===== src/rtl/pong_pkg.sv =====
// pong_pkg: shared definitions for the pong game blocks.
//   pong_state_e : match controller FSM encoding (also exported on the debug port)
//   MID_Y_ROW    : screen row that splits the top half from the bottom half
//   TOP_LIMIT    : top wall row used by the ball and paddle blocks
//   BOTTOM_LIMIT : bottom wall row used by the ball and paddle blocks
package pong_pkg;

  typedef enum logic [2:0] {
    IDLE  = 3'd0,
    SERVE = 3'd1,
    PLAY  = 3'd2,
    POINT = 3'd3,
    OVER  = 3'd4
  } pong_state_e;

  localparam int MID_Y_ROW    = 278;
  localparam int TOP_LIMIT    = 40;
  localparam int BOTTOM_LIMIT = 515;

endpackage


===== src/rtl/pong_tick_div.sv =====
// pong_tick_div: enable-gated modulo-DIV counter.
//   clk, rst_n : clock, async active-low reset
//   en         : advance the count this cycle
//   clr        : synchronous clear of count and tick (wins over en)
//   tc         : combinational terminal count (count at DIV-1 while enabled)
//   tick       : registered one-cycle pulse, high in the cycle after tc
module pong_tick_div #(
  parameter int DIV = 4
) (
  input  logic clk,
  input  logic rst_n,
  input  logic en,
  input  logic clr,
  output logic tc,
  output logic tick
);

  localparam int W = (DIV > 1) ? $clog2(DIV) : 1;
  localparam logic [W-1:0] LAST = W'(DIV - 1);

  logic [W-1:0] cnt;

  assign tc = en & (cnt == LAST);

  always_ff @(posedge clk or negedge rst_n) begin
    if (!rst_n) begin
      cnt  <= '0;
      tick <= 1'b0;
    end else if (clr) begin
      cnt  <= '0;
      tick <= 1'b0;
    end else begin
      tick <= tc;
      if (en) begin
        cnt <= tc ? '0 : cnt + W'(1);
      end
    end
  end

endmodule


===== src/rtl/pong_match_ctrl.sv =====
// pong_match_ctrl: match sequencing for the pong ball axis.
//   clk, rst_n : clock, async active-low reset
//   start      : debounced start button (level, rising edge used)
//   pause      : freezes ball stepping while in PLAY
//   ball_fell  : one-cycle pulse, ball left the field
//   ball_top   : ball top row, decides which player scored
//   ball_tick  : one-cycle ball step enable
//   ball_rst   : hold ball at centre
//   score_p1/2 : player scores (p1 = top paddle, p2 = bottom paddle)
//   game_over  : match finished
//   winner     : 0 = p1, 1 = p2, valid with game_over
//   state      : FSM state for debug
module pong_match_ctrl
  import pong_pkg::*;
#(
  parameter int TICK_DIV     = 100000,
  parameter int SERVE_CYCLES = 25000000,
  parameter int WIN_SCORE    = 9,
  parameter int MID_Y        = MID_Y_ROW
) (
  input  logic        clk,
  input  logic        rst_n,
  input  logic        start,
  input  logic        pause,
  input  logic        ball_fell,
  input  logic [15:0] ball_top,
  output logic        ball_tick,
  output logic        ball_rst,
  output logic [3:0]  score_p1,
  output logic [3:0]  score_p2,
  output logic        game_over,
  output logic        winner,
  output logic [2:0]  state
);

  localparam logic [3:0] WIN4 = 4'(WIN_SCORE);

  pong_state_e state_q, state_d;
  logic        start_q;
  logic        start_rise;
  logic        start_clr;
  logic        fell_acc;
  logic        p2_scores;
  logic [3:0]  p1_inc, p2_inc;
  logic        win_hit;
  logic        step_en;
  logic        serve_en, serve_clr, serve_tc;
  logic        step_tc_unused, serve_tick_unused;

  assign start_rise = start & ~start_q;
  assign start_clr  = start_rise & ((state_q == IDLE) | (state_q == OVER));
  assign fell_acc   = ball_fell & (state_q == PLAY);
  // A ball above the midline exited past the top paddle: bottom player scores.
  assign p2_scores  = ball_top < 16'(MID_Y);
  assign p1_inc     = score_p1 + 4'd1;
  assign p2_inc     = score_p2 + 4'd1;
  assign win_hit    = p2_scores ? (p2_inc == WIN4) : (p1_inc == WIN4);

  // Gating the divider with ball_fell suppresses a tick that would
  // otherwise coincide with the point being scored.
  assign step_en   = (state_q == PLAY) & ~pause & ~ball_fell;
  assign serve_en  = (state_q == SERVE);
  assign serve_clr = start_clr | (state_q == POINT);

  pong_tick_div #(.DIV(TICK_DIV)) u_step_div (
    .clk   (clk),
    .rst_n (rst_n),
    .en    (step_en),
    .clr   (serve_tc),
    .tc    (step_tc_unused),
    .tick  (ball_tick)
  );

  pong_tick_div #(.DIV(SERVE_CYCLES)) u_serve_div (
    .clk   (clk),
    .rst_n (rst_n),
    .en    (serve_en),
    .clr   (serve_clr),
    .tc    (serve_tc),
    .tick  (serve_tick_unused)
  );

  always_comb begin
    state_d = state_q;
    case (state_q)
      IDLE:    if (start_rise) state_d = SERVE;
      SERVE:   if (serve_tc) state_d = PLAY;
      PLAY:    if (fell_acc) state_d = win_hit ? OVER : POINT;
      POINT:   state_d = SERVE;
      OVER:    if (start_rise) state_d = SERVE;
      default: state_d = IDLE;
    endcase
  end

  always_ff @(posedge clk or negedge rst_n) begin
    if (!rst_n) begin
      state_q   <= IDLE;
      start_q   <= 1'b0;
      ball_rst  <= 1'b1;
      game_over <= 1'b0;
      winner    <= 1'b0;
      score_p1  <= 4'd0;
      score_p2  <= 4'd0;
    end else begin
      state_q   <= state_d;
      start_q   <= start;
      ball_rst  <= (state_d == IDLE) | (state_d == POINT) | (state_d == OVER);
      game_over <= (state_d == OVER);
      if (start_clr) begin
        score_p1 <= 4'd0;
        score_p2 <= 4'd0;
        winner   <= 1'b0;
      end else if (fell_acc) begin
        if (p2_scores) score_p2 <= p2_inc;
        else           score_p1 <= p1_inc;
        if (win_hit) winner <= p2_scores;
      end
    end
  end

  assign state = state_q;

endmodule


===== config.mk =====
export PLATFORM = sky130hd
export DESIGN_NAME = pong_match_ctrl
export DESIGN_NICKNAME = d
export VERILOG_FILES = /design/src/rtl/pong_pkg.sv /design/src/rtl/pong_tick_div.sv /design/src/rtl/pong_match_ctrl.sv
export SDC_FILE = /design/constraint.sdc
export NUM_CORES = 1
export LEC_CHECK = 0
export CORE_MARGIN = 2
export CORE_UTILIZATION = 45
export DETAILED_ROUTE_END_ITERATION = 10
export PLACE_DENSITY = 0.64
export RECOVER_POWER = 100
export SLEW_MARGIN = 20
export SYNTH_ARGS = -nofsm -noshare
export SYNTH_HDL_FRONTEND = slang
export SYNTH_SLANG_ARGS = --single-unit

===== constraint.sdc =====
create_clock -name clk -period 2.4 [get_ports clk]
set_input_delay 0.24 -clock clk [delete_from_list [all_inputs] [get_ports clk]]
set_output_delay 0.24 -clock clk [all_outputs]
set_load 0.05 [all_outputs]

# Word-level counts from Yosys, hierarchy flattened
# Cells that the tools add are included.
word_totals:
  regBits: 58
  inputBits: 21
  output_inout_bits: 15
  elab_cells: 73
classes:
  add_sub_neg: 4
  magnitude_cmp: 1
  eq_ne: 11
  muxes: 22
  bitwise_logic: 14
  reduce_logical: 11
ops:
  columns: ["operator", "count"]
  rows:
  - ["2-to-1 mux 25 bit", 3]
  - ["2-to-1 mux 17 bit", 3]
  - ["adder 25 x 1 -> 25 bit (second input constant)", 1]
  - ["== test 25 bit (second input constant)", 1]
  - ["2-to-1 mux 4 bit", 6]
  - ["adder 17 x 1 -> 17 bit (second input constant)", 1]
  - ["== test 17 bit (second input constant)", 1]
  - ["< comparator 16 x 9 -> 1 bit (second input constant)", 1]
  - ["2-to-1 mux 3 bit", 4]
  - ["one-hot mux 3 bit (4 select lines)", 1]
  - ["nonzero test 2 bit", 5]
  - ["== test 3 x 2 -> 1 bit (second input constant)", 3]
  - ["adder 4 x 1 -> 4 bit (second input constant)", 2]
  - ["== test 4 bit (second input constant)", 2]
  - ["bitwise AND 1 bit", 7]
  - ["== test 3 bit (second input constant)", 2]
  - ["logical NOT 3 bit", 2]
  - ["AND reduction 2 bit", 3]
  - ["2-to-1 mux 1 bit", 5]
  - ["bitwise OR 1 bit", 4]
  - ["== test 3 x 1 -> 1 bit (second input constant)", 1]
  - ["inverter 1 bit", 3]
  - ["!= test 2 bit (second input constant)", 1]
  - ["OR reduction 2 bit", 1]

# Depth between registers and ports, before layout
logic_depth:
  depth_word: 9
  ltp_mapped: 8
  depth_no_buf: 8

# Hierarchy
# Synthesis repeated with hierarchy kept, for this count alone.
unflattened:
  hier_cells: 341
  area_unflattened_um2: 3233.1
modules_own_cells:
  columns: ["mod", "instances", "cells_per_inst", "area_per_inst_um2", "seq_area_each_um2"]
  rows:
  - ["pong_tick_div (u_serve_div)", 1, 153, 1412.6, 650.6]
  - ["pong_tick_div (u_step_div)", 1, 98, 929.6, 450.4]
  - ["pong_match_ctrl", 1, 90, 890.9, 376.6]

# Least setup slack after synthesis
# Ideal clock, no wire load.
synth_path:
  path_type: "register to register"
  from: "reg state_q[0] (netlist: state[0])"
  to: "reg u_step_div.cnt[5]"
  setup_time_ps: 121
  arrival_ps: 2121
  t_required_ps: 2279
  path_slack_ps: 158
  stages_incl_launch_ff: 8
  n_path_buf: 1
  period_less_slack_ps: 2242
  path_cell_list: "dfrtp_1 buf_4 nor2b_1 nand2b_1 or4_4 a211oi_2 xnor2_1 nor2_1"
synth_via:
  elab_chain_len: 7
  word_cells_on_any_way: 10
  cone_classes: "eq/ne (2); mux (3); bitwise (4); reduce/logical (1)"
synth_rtl:
  columns: ["element", "line", "text"]
  rows:
  - ["start, declared", "pong_match_ctrl.sv:38", "pong_state_e state_q, state_d;"]
  - ["start signal, assigned", "pong_match_ctrl.sv:105", "state_q <= state_d;"]
  - ["== test 3 x 2 -> 1 bit", "pong_match_ctrl.sv:61", "assign step_en = (state_q == PLAY) & ~pause & ~ball_fell;"]
  - ["bitwise AND 1 bit (2 in series)", "pong_match_ctrl.sv:61", null]
  - ["bitwise AND 1 bit", "pong_tick_div.sv:23", "assign tc = en & (cnt == LAST);"]
  - ["2-to-1 mux 17 bit", "pong_tick_div.sv:35", "cnt <= tc ? '0 : cnt + W'(1);"]
  - ["2-to-1 mux 17 bit", "pong_tick_div.sv:34", "if (en) begin"]
  - ["2-to-1 mux 17 bit", "pong_tick_div.sv:29", "end else if (clr) begin"]
  - ["end signal, assigned", "pong_tick_div.sv:35", null]
  - ["end, declared", "pong_tick_div.sv:21", "logic [W-1:0] cnt;"]
# Parallel ways exist; a longest one is shown, timed or not. The select of a mux whose other input is x is not followed.
# A chain may end at the register's enable or synchronous reset.

# Final worst setup path
layout_path:
  from: "reg u_serve_div.cnt[0]"
  to: "reg u_step_div.cnt[11]"
layout_via:
  elab_chain_len: 3
  word_cells_on_any_way: 4
  cone_classes: "eq/ne (1); mux (1); bitwise (1); reduce/logical (1)"
layout_rtl:
  columns: ["element", "line"]
  rows:
  - ["start, declared", "pong_tick_div.sv:21"]
  - ["start signal, assigned", "pong_tick_div.sv:35"]
  - ["== test 25 bit (*)", "pong_tick_div.sv:23"]
  - ["bitwise AND 1 bit (*)", "pong_tick_div.sv:23"]
  - ["2-to-1 mux 17 bit / nonzero test 2 bit (equally long branches)", null]
# Every way passes the cells marked *; elsewhere a longest branch is shown, timed or not.

==> summary.md <==
| Metric | Value |
|---|---|
| WS Path Type | `flop to flop` |
| First drt pass iteration count | `5` |
| P&R area growth vs syn | `20.6%` |
| Sequential-to-total area share from yosys stat | `0.465` |
| Hold Path Class | `flop to flop` |
| Net count after synthesis | `between 300 and 400` |
| RR Endpoint | `u_step_div.cnt[11]` |
| Crit share post-route | `0.894` |
| Net count, final | `402` |
| Worst Setup End Kind | `flop` |
| Initial antenna violation count | `0` |
| Clock skew after layout | `around 0.011 ns` |
| First-pass GRT wire length | `around 12,000 um` |
| Crit path depth | `6` |
| Worst setup SP type | `flop` |
| Clock Pin Slew Worst Setup and Hold Paths | `~0.06 ns` |
| Mapped Cells | `~330` |
| Initial DRC Count | `between 100 and 150` |
| Lkg Pwr | `about 1.7 nW` |
| Slew headroom | `0.111` |
| TritonCTS clock tree | `done` |
| DIE AREA | `roughly 7600 sq um` |
| Vias in the first global route | `between 2k and 3k` |
| ANT nets after route | `0` |
| RSZ-0062 raised after global routing | `no` |
| # hold bufs at CTS | `1` |
| Worst R2R Path Depth | `6` |
| Port Buffers | `34` |
| Setup ws final | `about 0.25 ns` |
| Hold wc startpoint | `score_p1[3]` |
| Die W | `~87 um` |
| Pre-CTS WS | `~0.23 ns` |
| H-tree Lvls | `3` |
| Post-cts resize count | `0` |
| GPL Wtd Cong | `0.828` |
| Count leader, synth | `dfrtp_1` |
| CP Cell Sequence | `ha_1, and4bb_2, nand3_2, or4_4, nand2_1, nor2_1` |
| Status | `complete, no violations` |
| CTS Buf Count | `9` |
| Asr flop ratio synth | `1.00` |
| Number of I/O pins | `36` |
| Setup Buffers After CTS | `0` |
| Row cnt | `30` |
| #FFs+latches synth | `58` |
| Post-synth design cell area | `approximately 3100 sq um` |
| Peak Freq | `between 400 and 500 MHz` |
| Synth area leader | `dfrtp_1` |
| Crit path required time | `roughly 2.6 ns` |
| CTS Sinks | `just under 60` |
| Slew @ Worst Pin | `1.33 ns` |
| Top-area cell type share of the netlist area | `0.456` |
| Top Family by Delay on Critical Path | `simple AND/OR/NAND/NOR gates` |
| Post-synth EDFFs | `0` |
| P per Cell Area | `603 nW/um^2` |
| Final wirelength | `6630 um` |
| Worst Hold Depth | `1` |
| Number of diodes | `0` |
| Crit path largest cell delay | `a little under 0.6 ns` |
| Vias/cell | `5.58` |
| Max VDD drop | `between 0.0005 and 0.0006 V` |
| Tot GR Track Use | `0.192` |
| CP arrival | `about 2.4 ns` |
| Final Hold Viols | `0` |
| Clk_lat worst skew | `approximately 0.34 ns` |
| Most instantiated cells after synthesis | `57 x dfrtp_1, 54 x nor2_1, 30 x nand2_1` |
| Critical Path Source | `u_serve_div.cnt[0]` |
| CP bufs+invs | `0` |
| Final HPWL DP | `between 4000 and 5000 um` |
| Root Buffer | `clkbuf_8` |
| Setup TNS | `0 ns` |
| Fill cells | `~630` |
| Max-cap violations | `0` |
| Routed vias | `2,578` |
| Layout cell share with drive strength beyond 1 | `0.0916` |
| Max Slew Vio Count | `0` |
| Drt drc | `0` |
| Hold endpoint | `score_p1[3]` |
| Total gr overflow | `0` |
| # setup viols final | `0` |
| Min Tclk post-route | `around 2.1 ns` |
| Hold_ws | `0.513 ns` |
| Synth Flop Type | `dfrtp_1` |
| Crit path max fanout | `13` |
| Routed wire per std cell | `between 10 and 15 um` |
| Slowest CP cell | `or4_4` |
| Clock buffer depth | `2` |
| Die Height | `87.4 um` |
| Synth Area per Inst | `9.45 sq um` |
| Core Box Area | `roughly 6800 sq um` |
| Yosys warnings | `0` |
| Largest net degree at the start of global routing | `35` |
| R2R setup slack | `around 0.25 ns` |
| Main area contributors after synthesis | `dfrtp_1 46%, xor2_1 7.6%, nor2_1 6.5%` |
| Initial Util | `0.463` |
| Post-synth cell types | `between 40 and 50` |
| Worst R2R Start | `u_serve_div.cnt[0]` |
stage by stage:
stage | std cells | util | area [sq um] | power [mW]
after global placement | 445 | 0.533 | 3600 | 1.46
after global routing | 462 | 0.558 | 3770 | 2.39
after detailed placement | 445 | 0.533 | 3600 | 1.47
final | 462 | 0.558 | 3770 | 2.28
after CTS | 462 | 0.562 | 3790 | 2.31
after floorplan | 331 | - | 3130 | 1.33
cells by family (layout without fill, tap and decap cells):
logic type | count (synthesis) | after routing | synth area share
and+or+nand+nor | 170 | 170 | 0.289
AOI/OAI and AO/OA | 46 | 46 | 0.0964
DFF | 58 | 58 | 0.465
adders and majority gates | 4 | 4 | 0.0160
xor gates and xnor gates | 38 | 38 | 0.106
muxes | 3 | 3 | 0.0100
buffers and inverters | 12 | 63 | 0.0176
where the power goes:
group	internal, mW	switching, mW	total [mW]
combinational	0.129	0.167	0.296
sequential	1.05	0.0929	1.15
clock	0.457	0.377	0.833
total	1.64	0.637	2.28
worst register-to-register path, stage by stage (launching register included):
cell      delay, ns
dfrtp_1        0.43
ha_1           0.19
and4bb_2       0.24
nand3_2        0.13
or4_4          0.58
nand2_1        0.35
nor2_1         0.10
registers in the layout (all words and copies together), names as in the netlist:
register / flops
start_q: 1
ball_rst: 1
score_p1: 4
state: 3
game_over: 1
score_p2: 4
winner: 1
u_step_div.cnt: 17
u_serve_div.cnt: 25
u_step_div.tick: 1
layout by cell type (no fill, tap or decap), types with 3 or more instances in the layout:
| cell type | n |
|---|---|
| dfrtp_1 | 57 |
| nand2_1 | 30 |
| clkdlybuf4s50_1 | 16 |
| nand2b_1 | 5 |
| nor4_1 | 6 |
| xor2_1 | 27 |
| nand4_1 | 16 |
| buf_4 | 8 |
| a31oi_1 | 3 |
| a21oi_1 | 12 |
| nor2_1 | 54 |
| xnor2_1 | 11 |
| clkbuf_1 | 4 |
| dlygate4sd3_1 | 18 |
| o31ai_1 | 3 |
| and3_1 | 7 |
| o21ai_0 | 14 |
| nand3_1 | 13 |
| o2111ai_1 | 7 |
| and4_1 | 4 |
| nor3_1 | 11 |
| clkbuf_8 | 12 |
| ha_1 | 4 |
metal layers:
metal / vias up / part of all wire / track usage
met5: - / 0 / 0
met4: 0 / 0.019 / 0.0811
met3: 10 / 0.042 / 0.0389
met2: 48 / 0.44 / 0.293
met1: 1238 / 0.50 / 0.264
li1: 1282 / - / -
final cells by class:
class	count	area (sq um)	share of cell area
inverters	2	7.51	0.00199
multi-input cells	261	1610	0.428
clock buffers	14	173	0.0458
flip-flops and latches	58	1450	0.385
repair buffers	45	415	0.110
clock inverters	2	10.0	0.00265
well taps	80	100	0.0265
worst max path at each step:
| stage | to | slack (ns) |
|---|---|---|
| 2_1_floorplan | u_step_div.cnt[5] | 0.16 |
| 3_3_place_gp | u_step_div.cnt[11] | 0.24 |
| 6_report | u_step_div.cnt[11] | 0.25 |
| 5_1_grt | u_serve_div.cnt[11] | 0.05 |
| 4_1_cts | u_step_div.cnt[11] | 0.23 |
| 3_5_place_dp | u_step_div.cnt[11] | 0.23 |
Power figures use the tool's default switching activity.
